<file path="src/rtl/nor_flash_ctrl_pkg.sv">
// nor_flash_ctrl_pkg: op encoding, sequencer states and constants shared by the NOR flash controller
package nor_flash_ctrl_pkg;
  localparam int DEF_ADDR_W = 8;
  localparam int DEF_DATA_W = 8;
  localparam int DEF_SECTOR_W = 4;
  localparam logic [DEF_DATA_W-1:0] ERASE_VAL = '1;
  typedef enum logic [1:0] {OP_READ, OP_PROGRAM, OP_ERASE, OP_RSVD} op_t;
  typedef enum logic [3:0] {
    IDLE, RD_REQ, RD_WAIT, PG_RD, PG_WAIT, PG_WR, PG_VRD, PG_VWAIT, ER_WR, DONE
  } state_t;
endpackage

</file>
<file path="src/rtl/nor_flash_ctrl_if.sv">
// nor_flash_ctrl_if: command/response handshake and raw array port of the NOR flash controller
interface nor_flash_ctrl_if #(
  parameter int ADDR_W = 8,
  parameter int DATA_W = 8
);
  logic cmd_valid;
  logic cmd_ready;
  logic [1:0] cmd_op;
  logic [ADDR_W-1:0] cmd_addr;
  logic [DATA_W-1:0] cmd_wdata;
  logic rsp_valid;
  logic [DATA_W-1:0] rsp_rdata;
  logic rsp_err;
  logic busy;
  logic mem_we;
  logic mem_re;
  logic [ADDR_W-1:0] mem_addr;
  logic [DATA_W-1:0] mem_wdata;
  logic [DATA_W-1:0] mem_rdata;
  modport master (
    output cmd_valid, cmd_op, cmd_addr, cmd_wdata, mem_rdata,
    input cmd_ready, rsp_valid, rsp_rdata, rsp_err, busy, mem_we, mem_re, mem_addr, mem_wdata
  );
  modport slave (
    input cmd_valid, cmd_op, cmd_addr, cmd_wdata, mem_rdata,
    output cmd_ready, rsp_valid, rsp_rdata, rsp_err, busy, mem_we, mem_re, mem_addr, mem_wdata
  );
endinterface

</file>
<file path="src/rtl/nor_flash_ctrl.sv">
// nor_flash_ctrl: NOR flash command sequencer (READ/PROGRAM/ERASE_SECTOR); NOR_FLASH_CTRL_VERIFY_EN adds program readback verify
module nor_flash_ctrl
  import nor_flash_ctrl_pkg::*;
#(
  parameter int ADDR_W = DEF_ADDR_W,
  parameter int DATA_W = DEF_DATA_W,
  parameter int SECTOR_W = DEF_SECTOR_W
) (
  input logic clk,
  input logic rst,
  nor_flash_ctrl_if.slave bus
);
  state_t state, state_nxt;
  logic [ADDR_W-1:0] addr;
  logic [DATA_W-1:0] wdata, rdata;
  logic err, ready_en, accept;
  logic [SECTOR_W-1:0] cnt;
  assign accept = bus.cmd_valid & bus.cmd_ready;
  // state register
  always_ff @(posedge clk or posedge rst)
    if (rst) state <= IDLE;
    else state <= state_nxt;
  // command latch, read capture, program result/error and erase word counter
  always_ff @(posedge clk or posedge rst) begin
    if (rst) begin
      ready_en <= 1'b0;
      addr <= '0;
      wdata <= '0;
      rdata <= '0;
      err <= 1'b0;
      cnt <= '0;
    end else begin
      ready_en <= 1'b1;
      if (accept) begin
        addr <= bus.cmd_addr;
        wdata <= bus.cmd_wdata;
        rdata <= '0;
        err <= bus.cmd_op == OP_RSVD;
        cnt <= '0;
      end
      if (state == RD_WAIT) rdata <= bus.mem_rdata;
      if (state == PG_WAIT) begin
        rdata <= bus.mem_rdata & wdata;
        err <= |(wdata & ~bus.mem_rdata);
      end
      if (state == PG_VWAIT) err <= err | (bus.mem_rdata != rdata);
      if (state == ER_WR) cnt <= cnt + 1'b1;
    end
  end
  // next-state sequencing
  always_comb begin
    state_nxt = state;
    case (state)
      IDLE: if (accept) state_nxt = bus.cmd_op == OP_READ ? RD_REQ :
                                    bus.cmd_op == OP_PROGRAM ? PG_RD :
                                    bus.cmd_op == OP_ERASE ? ER_WR : DONE;
      RD_REQ: state_nxt = RD_WAIT;
      RD_WAIT: state_nxt = DONE;
      PG_RD: state_nxt = PG_WAIT;
      PG_WAIT: state_nxt = PG_WR;
`ifdef NOR_FLASH_CTRL_VERIFY_EN
      PG_WR: state_nxt = PG_VRD;
`else
      PG_WR: state_nxt = DONE;
`endif
      PG_VRD: state_nxt = PG_VWAIT;
      PG_VWAIT: state_nxt = DONE;
      ER_WR: state_nxt = &cnt ? DONE : ER_WR;
      default: state_nxt = IDLE;
    endcase
  end
  // array port and handshake outputs; address/data forced to 0 whenever the array is not accessed
  always_comb begin
    bus.mem_re = state inside {RD_REQ, PG_RD, PG_VRD};
    bus.mem_we = state inside {PG_WR, ER_WR};
    bus.mem_addr = state == ER_WR ? {addr[ADDR_W-1:SECTOR_W], cnt} :
                   (bus.mem_re | bus.mem_we) ? addr : '0;
    bus.mem_wdata = state == ER_WR ? DATA_W'(ERASE_VAL) : state == PG_WR ? rdata : '0;
    bus.cmd_ready = ready_en & (state == IDLE);
    bus.busy = state != IDLE;
    bus.rsp_valid = state == DONE;
    bus.rsp_rdata = state == DONE ? rdata : '0;
    bus.rsp_err = (state == DONE) & err;
  end
endmodule
</file>
<file path="src/flat_wrapper.sv">
// flat-port wrapper written by rule: the top's interface ports become plain ports
module nor_flash_ctrl_flat import nor_flash_ctrl_pkg::*;
#(
  parameter int ADDR_W = DEF_ADDR_W,
  parameter int DATA_W = DEF_DATA_W,
  parameter int SECTOR_W = DEF_SECTOR_W
)
  (clk, rst, bus_cmd_valid, bus_cmd_op, bus_cmd_addr, bus_cmd_wdata, bus_mem_rdata, bus_cmd_ready, bus_rsp_valid, bus_rsp_rdata, bus_rsp_err, bus_busy, bus_mem_we, bus_mem_re, bus_mem_addr, bus_mem_wdata);
  nor_flash_ctrl_if #(.ADDR_W(ADDR_W), .DATA_W(DATA_W)) bus_i ();
  input logic clk;
  input logic rst;
  input wire logic [$bits(bus_i.cmd_valid)-1:0] bus_cmd_valid;
  input wire logic [$bits(bus_i.cmd_op)-1:0] bus_cmd_op;
  input wire logic [$bits(bus_i.cmd_addr)-1:0] bus_cmd_addr;
  input wire logic [$bits(bus_i.cmd_wdata)-1:0] bus_cmd_wdata;
  input wire logic [$bits(bus_i.mem_rdata)-1:0] bus_mem_rdata;
  output wire logic [$bits(bus_i.cmd_ready)-1:0] bus_cmd_ready;
  output wire logic [$bits(bus_i.rsp_valid)-1:0] bus_rsp_valid;
  output wire logic [$bits(bus_i.rsp_rdata)-1:0] bus_rsp_rdata;
  output wire logic [$bits(bus_i.rsp_err)-1:0] bus_rsp_err;
  output wire logic [$bits(bus_i.busy)-1:0] bus_busy;
  output wire logic [$bits(bus_i.mem_we)-1:0] bus_mem_we;
  output wire logic [$bits(bus_i.mem_re)-1:0] bus_mem_re;
  output wire logic [$bits(bus_i.mem_addr)-1:0] bus_mem_addr;
  output wire logic [$bits(bus_i.mem_wdata)-1:0] bus_mem_wdata;
  assign bus_i.cmd_valid = bus_cmd_valid;
  assign bus_i.cmd_op = bus_cmd_op;
  assign bus_i.cmd_addr = bus_cmd_addr;
  assign bus_i.cmd_wdata = bus_cmd_wdata;
  assign bus_i.mem_rdata = bus_mem_rdata;
  assign bus_cmd_ready = bus_i.cmd_ready;
  assign bus_rsp_valid = bus_i.rsp_valid;
  assign bus_rsp_rdata = bus_i.rsp_rdata;
  assign bus_rsp_err = bus_i.rsp_err;
  assign bus_busy = bus_i.busy;
  assign bus_mem_we = bus_i.mem_we;
  assign bus_mem_re = bus_i.mem_re;
  assign bus_mem_addr = bus_i.mem_addr;
  assign bus_mem_wdata = bus_i.mem_wdata;
  nor_flash_ctrl #(.ADDR_W(ADDR_W), .DATA_W(DATA_W), .SECTOR_W(SECTOR_W)) u_core (.clk(clk), .rst(rst), .bus(bus_i));
endmodule
</file>
<file path="config.mk">
export PLATFORM = sky130hd
export DESIGN_NAME = nor_flash_ctrl_flat
export DESIGN_NICKNAME = d
export VERILOG_FILES = /design/src/rtl/nor_flash_ctrl_pkg.sv /design/src/rtl/nor_flash_ctrl_if.sv /design/src/rtl/nor_flash_ctrl.sv /design/src/flat_wrapper.sv
export SDC_FILE = /design/constraint.sdc
export NUM_CORES = 1
export LEC_CHECK = 0
export ABC_CLOCK_PERIOD_IN_PS = 2400
export BUFFER_PORTS_ARGS = -buffer_cell sky130_fd_sc_hd__buf_2
export CAP_MARGIN = 20
export CELL_PAD_IN_SITES_DETAIL_PLACEMENT = 1
export CELL_PAD_IN_SITES_GLOBAL_PLACEMENT = 2
export CORE_ASPECT_RATIO = 0.75
export CORE_UTILIZATION = 33
export CTS_CLUSTER_DIAMETER = 120
export DETAILED_ROUTE_END_ITERATION = 12
export PLACE_DENSITY_LB_ADDON = 0.1
export SYNTH_ARGS = -nofsm -noshare
export SYNTH_HDL_FRONTEND = slang
export SYNTH_SLANG_ARGS = --single-unit
</file>
<file path="constraint.sdc">
create_clock -name clk -period 2.4 [get_ports clk]
set_input_delay 0.24 -clock clk [delete_from_list [all_inputs] [get_ports clk]]
set_output_delay 0.24 -clock clk [all_outputs]
set_load 0.01 [all_outputs]
</file>
==> impl_metrics.json, run 1 <==
{
  "crit_family": "simple AND/OR/NAND/NOR gates",
  "drc": 0,
  "path_clk_slew_ps": 70,
  "power.leakage_nw": 1.16,
  "postPlaceCellArea_mm2": 0.00232,
  "synth_top_flop_cell": "dfrtp_1",
  "worst-path-buf-inv": 1,
  "finalMaxSlewViolations": 0,
  "timing.critical_path.to": "bus_mem_addr[1]",
  "io-pin-count": 59,
  "syn-num-nets": 235,
  "cts_inserted_buffers": 5,
  "die-area_mm2": 0.00625,
  "synth_area_mm2": 0.00196,
  "avgSynthCellArea_um2": 9.56,
  "start_util": 0.355,
  "r2r_start": "u_core.state[0]",
  "rrSetupSlack_ps": 520,
  "cts_sinks": 34,
  "area_growth_pct": 24.3,
  "max_freq_ghz": 0.444,
  "grt_max_degree": 35,
  "crit_fanout": 15,
  "min_path_type": "input pin to asynchronous set/reset pin",
  "synth_warnings": 0,
  "synth_edf_count": 0,
  "final_nets": 295,
  "hpwlAfterDp_mm": 3.75,
  "cts-root-buf": "clkbuf_8",
  "vdd_drop_max_uv": 464,
  "dieWidth_um": 91.0,
  "synth_seq_cells": 34,
  "grt-ovfl-total": 0,
  "routabilityCongestion": 0.751,
  "crit_slowest_cell": "dfrtp_2",
  "worstSetupPathType": "flip-flop to primary output",
  "grt_pass1_vias": 1584,
  "timing.critical_path.from": "u_core.state[0]",
  "grt_first_pass_wirelength_mm": 7.98,
  "setup_violations": 0,
  "portBuffers": 58,
  "rows": 23,
  "arrival_ps": 2010,
  "core-area_mm2": 0.00553,
  "status": "completed",
  "clkLatencyLatePin_ps": 280,
  "async_reset_ff_frac": 1.00,
  "end_kind": "primary output",
  "path_cells": "or3b_1 -> a21oi_4 -> nor2_2 -> a21oi_1 -> buf_2",
  "total_power_mw": 3.08,
  "wire_per_inst_um": 14.2,
  "syn_inst": 205,
  "synth.distinct_cells": 44,
  "htree_levels": 2,
  "dr.pass1.iters": 4,
  "final_antenna_net_count": 0,
  "track_usage": 0.167,
  "cp.depth": 5,
  "finalCritPeriodShare": 0.938,
  "rsz0062_at_grt": "no",
  "viasPerCell": 4.92,
  "drive_gt1_frac": 0.325,
  "drt-total-wl_mm": 4.83,
  "start_kind": "flip-flop",
  "rr_worst_depth": 4,
  "drt-initial-drc-count": 37,
  "finalSetupTns_ps": 0,
  "tritoncts": "done",
  "num_vias": 1672,
  "hold_viol": 0,
  "diodes": 0,
  "antenna_found_initial": 0,
  "slowest_delay_ps": 520,
  "final_area_mm2": 0.00243,
  "ys_seq_area_frac": 0.434,
  "clock_skew_ps": 3.67,
  "die_h_um": 68.7,
  "power.density_mw_per_mm2": 1260,
  "clk_path_buf_depth": 2,
  "worstPathRequired_ps": 2160,
  "r2r_end": "u_core.addr[6]",
  "cap_violations": 0,
  "fin_crit_ps": 2250
}
[cell usage in the layout, fill, tap and decap left out, drive strengths merged, types with 10 or more instances in the layout]
master  instances
a21oi          11
o21ai          18
buf            64
dfrtp          34
mux2           10
inv            10
and2           11
nand2          25
[synth_stat cells, drive strengths merged (2+ instances only)]
master | n | area (um^2)
dfrtp | 34 | 851
nor2b | 7 | 43.8
nor4 | 2 | 27.5
and2 | 11 | 68.8
o2bb2ai | 8 | 70.1
inv | 10 | 37.5
nor3 | 2 | 10.0
o21a | 8 | 60.1
clkbuf | 2 | 7.51
mux2 | 10 | 116
nand4 | 4 | 25.0
nand3b | 3 | 22.5
xnor2 | 7 | 61.3
a211oi | 3 | 22.5
a21oi | 11 | 66.3
o22ai | 4 | 25.0
nand2 | 25 | 93.8
nand3 | 2 | 10.0
nor2 | 8 | 32.5
buf | 9 | 61.3
xor2 | 3 | 26.3
o21ai | 18 | 93.8
and3 | 2 | 12.5
[sequential cells by signal (all words and copies together), names as in the netlist]
register         flops
u_core.addr          8
u_core.cnt           4
u_core.err           1
u_core.rdata         8
u_core.ready_en      1
u_core.state         4
u_core.wdata         8
[power by group]
part,internal (mW),switching (mW),total [mW]
sequential,0.827,0.290,1.12
combinational,0.674,0.757,1.43
clock,0.332,0.195,0.527
total,1.83,1.24,3.08
[per-stage QoR]
| stage | utilization | setup WS (ps) | cells | hold WS, ps |
|---|---|---|---|---|
| global route | 0.441 | 8.16 | 340 | 83.7 |
| floorplan | - | 675 | 205 | 345 |
| global placement | 0.420 | 378 | 333 | 363 |
| CTS | 0.440 | 22.6 | 340 | 58.9 |
| finish | 0.441 | 150 | 340 | 40.0 |
| detailed placement | 0.420 | 340 | 333 | 366 |
[worst min-delay path by stage]
stage                      from              end  cells after the start
6_report                    rst   u_core.addr[1]                      3
5_1_grt                     rst   u_core.addr[1]                      3
4_1_cts                     rst   u_core.addr[1]                      3
3_5_place_dp                rst   u_core.addr[1]                      3
3_3_place_gp                rst   u_core.addr[1]                      3
2_1_floorplan  bus_cmd_wdata[4]  u_core.wdata[4]                      2
[logic make-up (layout without fill, tap and decap cells)]
family          after synthesis  after routing  synth area share
simple gates                 71             71             0.206
xor+xnor                     10             10            0.0447
buf+inv                      21             81            0.0543
fa+ha+maj                     1              1           0.00638
flops                        34             34             0.434
mux                          11             11            0.0645
other cells                   1              1           0.00191
compound gates               56             56             0.188
[final cells by class]
class,count,area [um^2]
sequential,34,853
tap,75,93.8
multi-input combinational,150,1000
timing repair buffer,64,335
inverter,10,37.5
clock buffer,6,82.6
fill,677,3090
clock inverter,1,30.0
[per-layer routing]
layer | GRT usage | part of all wire | vias to the layer above
li1 | - | - | 837
met1 | 0.239 | 0.51 | 787
met2 | 0.261 | 0.44 | 43
met3 | 0.0351 | 0.045 | 5
met4 | 0.0417 | 0.0070 | 0
met5 | 0 | 0 | -
[tightest hold or removal path, stage by stage]
cell	delay, ps
buf_2	90
inv_1	40
buf_4	370
[what timing repair did]
item	in CTS	in global routing
gates resized for setup	0	2
setup buffers	0	0
hold buffers	0	0
setup endpoints to repair	0	8
No activity file was read; power rests on OpenSTA's default activity.
==> run 2: changes to the inputs <==
BUFFER_PORTS_ARGS = -buffer_cell sky130_fd_sc_hd__buf_4   (was -buffer_cell sky130_fd_sc_hd__buf_2)
==> impl_metrics.json, run 2 (same netlist as run 1, synthesis figures left out) <==
{
  "p_switching_mw": 1.29,
  "die-area_mm2": 0.00625,
  "path_cells": "or3b_1 -> a21oi_4 -> nor2_2 -> o21ai_1 -> buf_4",
  "finalSetupTns_ps": 0,
  "crit_fanout": 15,
  "hpwlAfterDp_mm": 3.90,
  "cts_sinks": 34,
  "slowest_delay_ps": 530,
  "core-area_mm2": 0.00553,
  "r2r_start": "u_core.state[0]",
  "min_path_type": "input pin to asynchronous set/reset pin",
  "intPower_mw": 1.95,
  "area_growth_pct": 32.1,
  "arrival_ps": 2000,
  "p_clk_frac": 0.168,
  "drt-initial-drc-count": 69,
  "worst-path-buf-inv": 1,
  "worstPathRequired_ps": 2160,
  "grt_pass1_vias": 1683,
  "die_h_um": 68.7,
  "max_freq_ghz": 0.445,
  "final_antenna_net_count": 0,
  "dp_slack_ps": 326,
  "start_kind": "flip-flop",
  "rr_worst_depth": 4,
  "cap_violations": 0,
  "power.density_mw_per_mm2": 1250,
  "clock_skew_ps": 7.34,
  "hold_viol": 0,
  "viasPerCell": 4.93,
  "routabilityCongestion": 0.749,
  "dr.pass1.iters": 4,
  "worstSetupPathType": "flip-flop to primary output",
  "num_vias": 1681,
  "switching_share": 0.399,
  "cts_inserted_buffers": 5,
  "r2r_end": "u_core.addr[5]",
  "drc": 0,
  "clkLatencyLatePin_ps": 290,
  "clk_path_buf_depth": 2,
  "track_usage": 0.180,
  "fin_crit_ps": 2240,
  "rows": 23,
  "antenna_found_initial": 0,
  "reg_top3": "u_core.addr (8), u_core.rdata (8), u_core.wdata (8)",
  "p_seq_frac": 0.347,
  "io-pin-count": 59,
  "grt-ovfl-total": 0,
  "start_util": 0.355,
  "end_kind": "primary output",
  "htree_levels": 2,
  "post-cts-setup-buffers": 0,
  "tritoncts": "done",
  "grt_first_pass_wirelength_mm": 8.54,
  "setup_violations": 0,
  "grt_max_degree": 35,
  "power.leakage_nw": 1.19,
  "dieWidth_um": 91.0,
  "path_clk_slew_ps": 70,
  "crit_family": "simple AND/OR/NAND/NOR gates",
  "rsz0062_at_grt": "no",
  "diodes": 0,
  "portBuffers": 58,
  "cts-root-buf": "clkbuf_8",
  "setup_slack_ps": 155,
  "layout.cells.most_common": "buf_4",
  "timing.critical_path.from": "u_core.state[0]",
  "rrSetupSlack_ps": 520,
  "finalMaxSlewViolations": 0,
  "comb_power_share": 0.485,
  "crit_slowest_cell": "dfrtp_2",
  "drive_gt1_frac": 0.331,
  "layout_common_cells": "buf_4 (65), dfrtp_1 (31), nand2_1 (25)",
  "wire_per_inst_um": 15.2,
  "finalCritPeriodShare": 0.935,
  "final_nets": 296,
  "drt-total-wl_mm": 5.20,
  "vdd_drop_max_uv": 464,
  "status": "completed"
}
-- run 2: cell count changes in the layout (fill, tap and decap cells not counted) --
cell,delta
dfrtp_1,-1
buf_2,-58
dfrtp_2,+1
buf_4,+59
-- run 2: power groups by stage --
stage | sequential (mW) | clock [mW] | combinational (mW)
5_1_grt | 1.17 | 0.577 | 1.75
2_1_floorplan | 0.992 | 0 | 1.13
3_5_place_dp | 1.13 | 0 | 1.58
4_1_cts | 1.12 | 0.557 | 1.60
3_3_place_gp | 1.11 | 0 | 1.56
6_report | 1.12 | 0.543 | 1.57
-- run 2: worst reg2reg max path, cell delays in order (launching register included) --
cell and delay, ps:
dfrtp_2 530, nor4_4 390, and3_1 260, buf_4 240
mux2_2 360
-- run 2: per-stage QoR --
stage	std cells	area (um^2)	util	total power, mW	hold WS [ps]
3_5_place_dp	334	2470	0.447	2.71	378
4_1_cts	341	2580	0.468	3.27	62.6
6_report	341	2590	0.469	3.24	43.9
5_1_grt	341	2590	0.469	3.50	98.5
3_3_place_gp	334	2470	0.447	2.67	379
2_1_floorplan	205	1960	-	2.12	345
-- run 2: repair_timing --
| action | in CTS | in global routing |
|---|---|---|
| endpoints found under the setup margin | 0 | 8 |
| hold buffers | 0 | 0 |
| hold endpoints to repair | 0 | 0 |
| gates resized for setup | 0 | 3 |
-- run 2: cell type report --
type                       instances  area (um^2)
sequential                        34          855
timing repair buffer              65          488
multi-input combinational        150         1000
clock buffer                       6         82.6
clock inverter                     1         30.0
tap                               75         93.8
inverter                          10         37.5
fill                             657         2940
-- run 2: worst max path at each step --
| stage | to | depth (start not counted) | slack, ps |
|---|---|---|---|
| 2_1_floorplan | bus_mem_addr[3] | 4 | 680 |
| 3_3_place_gp | bus_mem_addr[3] | 5 | 390 |
| 3_5_place_dp | bus_mem_addr[3] | 5 | 330 |
| 4_1_cts | bus_mem_addr[3] | 5 | 3 |
| 5_1_grt | bus_mem_addr[3] | 5 | 7 |
| 6_report | bus_mem_addr[3] | 5 | 160 |
-- run 2: layer usage --
layer	wire length [um]	track usage
met1	2620	0.252
met2	2290	0.281
met3	228	0.0362
met4	65	0.0655
met5	0	0
==> run 3: changes to the inputs <==
CORE_MARGIN = 2   (was not set)
==> impl_metrics.json, run 3 (same netlist as run 1, synthesis figures left out) <==
{
  "clk_path_buf_depth": 2,
  "hpwlAfterDp_mm": 3.77,
  "track_usage": 0.166,
  "cts_inserted_buffers": 5,
  "arrival_ps": 2020,
  "end_kind": "primary output",
  "status": "completed",
  "portBuffers": 58,
  "area_growth_pct": 33.6,
  "grt_pass1_vias": 1668,
  "worstSetupPathType": "flip-flop to primary output",
  "htree_levels": 2,
  "clkLatencyLatePin_ps": 300,
  "diodes": 0,
  "start_util": 0.340,
  "core-area_mm2": 0.00577,
  "wl_met3_um": 282,
  "cts_hold_buf": 0,
  "cts_sinks": 34,
  "worstPathRequired_ps": 2160,
  "final_nets": 296,
  "fill_cells": 674,
  "die_h_um": 70.7,
  "rows": 24,
  "top_layer": "met4",
  "drt-initial-drc-count": 49,
  "dp_slack_ps": 341,
  "routabilityCongestion": 0.768,
  "viasPerCell": 4.77,
  "rsz0062_at_grt": "no",
  "io-pin-count": 59,
  "fin_crit_ps": 2260,
  "dr.pass1.iters": 4,
  "drc": 0,
  "grt-ovfl-total": 0,
  "path_clk_slew_ps": 80,
  "drt-total-wl_mm": 5.00,
  "crit_fanout": 15,
  "antenna_found_initial": 0,
  "wire_per_inst_um": 14.5,
  "hold_viol": 0,
  "grt_first_pass_wirelength_mm": 8.45,
  "cap_violations": 0,
  "layout_common_cells": "buf_4 (65), dfrtp_1 (31), nand2_1 (25)",
  "max_freq_ghz": 0.443,
  "post-cts-setup-buffers": 0,
  "power.leakage_nw": 1.20,
  "power.density_mw_per_mm2": 1270,
  "setup_slack_ps": 141,
  "vdd_drop_max_uv": 438,
  "cts-root-buf": "clkbuf_8",
  "dr_wl_met2_mm": 2.18,
  "finalMaxSlewViolations": 0,
  "start_kind": "flip-flop",
  "clock_skew_ps": 7.94,
  "min_path_type": "input pin to asynchronous set/reset pin",
  "dieWidth_um": 93.0,
  "drive_gt1_frac": 0.333,
  "tritoncts": "done",
  "grt_max_degree": 35,
  "layout.cells.most_common": "buf_4",
  "num_vias": 1647,
  "setup_violations": 0,
  "reg_top3": "u_core.addr (8), u_core.rdata (8), u_core.wdata (8)",
  "die-area_mm2": 0.00658,
  "met1Wirelength_mm": 2.47,
  "final_antenna_net_count": 0,
  "finalCritPeriodShare": 0.941,
  "finalSetupTns_ps": 0
}
-- run 3: changes by cell type in the layout (fill, tap and decap cells not counted), sizes merged --
cell,before,now
bufinv,1,2
clkbuf,6,5
clkinv,0,1
-- run 3: worst paths after layout --
check                             endpoint              from  depth (start not counted)  slack (ps)
max                        bus_mem_addr[3]   u_core.state[0]                          5         140
min                         u_core.addr[1]               rst                          3          30
max reg2reg                 u_core.addr[2]   u_core.state[0]                          4         480
min reg2reg                 u_core.addr[0]    u_core.addr[0]                          1         490
max in group asynchronous  u_core.state[3]               rst                          3        2030
min in group clk           u_core.wdata[7]  bus_cmd_wdata[7]                          3         130
-- run 3: report_power, final --
part,switching (mW),leakage (nW),internal (mW)
clock network,0.237,0.0683,0.416
logic,0.758,0.706,0.789
registers,0.290,0.423,0.828
-- run 3: per-layer routing --
| layer | track usage | up-vias |
|---|---|---|
| met5 | 0 | - |
| met4 | 0.0539 | 0 |
| met3 | 0.0447 | 7 |
| met2 | 0.246 | 40 |
| met1 | 0.238 | 763 |
| li1 | - | 837 |
-- run 3: critical path, stage by stage, from the launching register on --
cell and delay [ps]:
dfrtp_2 530, or3b_1 450, a21oi_4 280, nor2_2 160, o21ai_1 160, buf_4 130
-- run 3: layout make-up --
cell class | count | area, um^2 | share of cell area
Tap cell | 78 | 97.6 | 0.0373
Multi-Input combinational cell | 150 | 1000 | 0.383
Clock inverter | 3 | 68.8 | 0.0263
Inverter | 10 | 37.5 | 0.0143
Timing Repair Buffer | 65 | 488 | 0.186
Sequential cell | 34 | 855 | 0.326
Clock buffer | 5 | 68.8 | 0.0263
-- run 3: timing repair --
item | in CTS | in global routing
pin swaps | 0 | 1
resized for setup | 1 | 2
setup endpoints to repair | 3 | 8
-- run 3: through the flow --
step                power [mW]  area [um^2]   util  std cells  hold WS (ps)
detailed placement        2.70         2480  0.429        337           376
global route              3.60         2620  0.454        345          61.1
global placement          2.67         2480  0.429        337           373
floorplan                 2.12         1960      -        205           345
finish                    3.32         2620  0.454        345          28.8
CTS                       3.37         2620  0.454        345          42.7
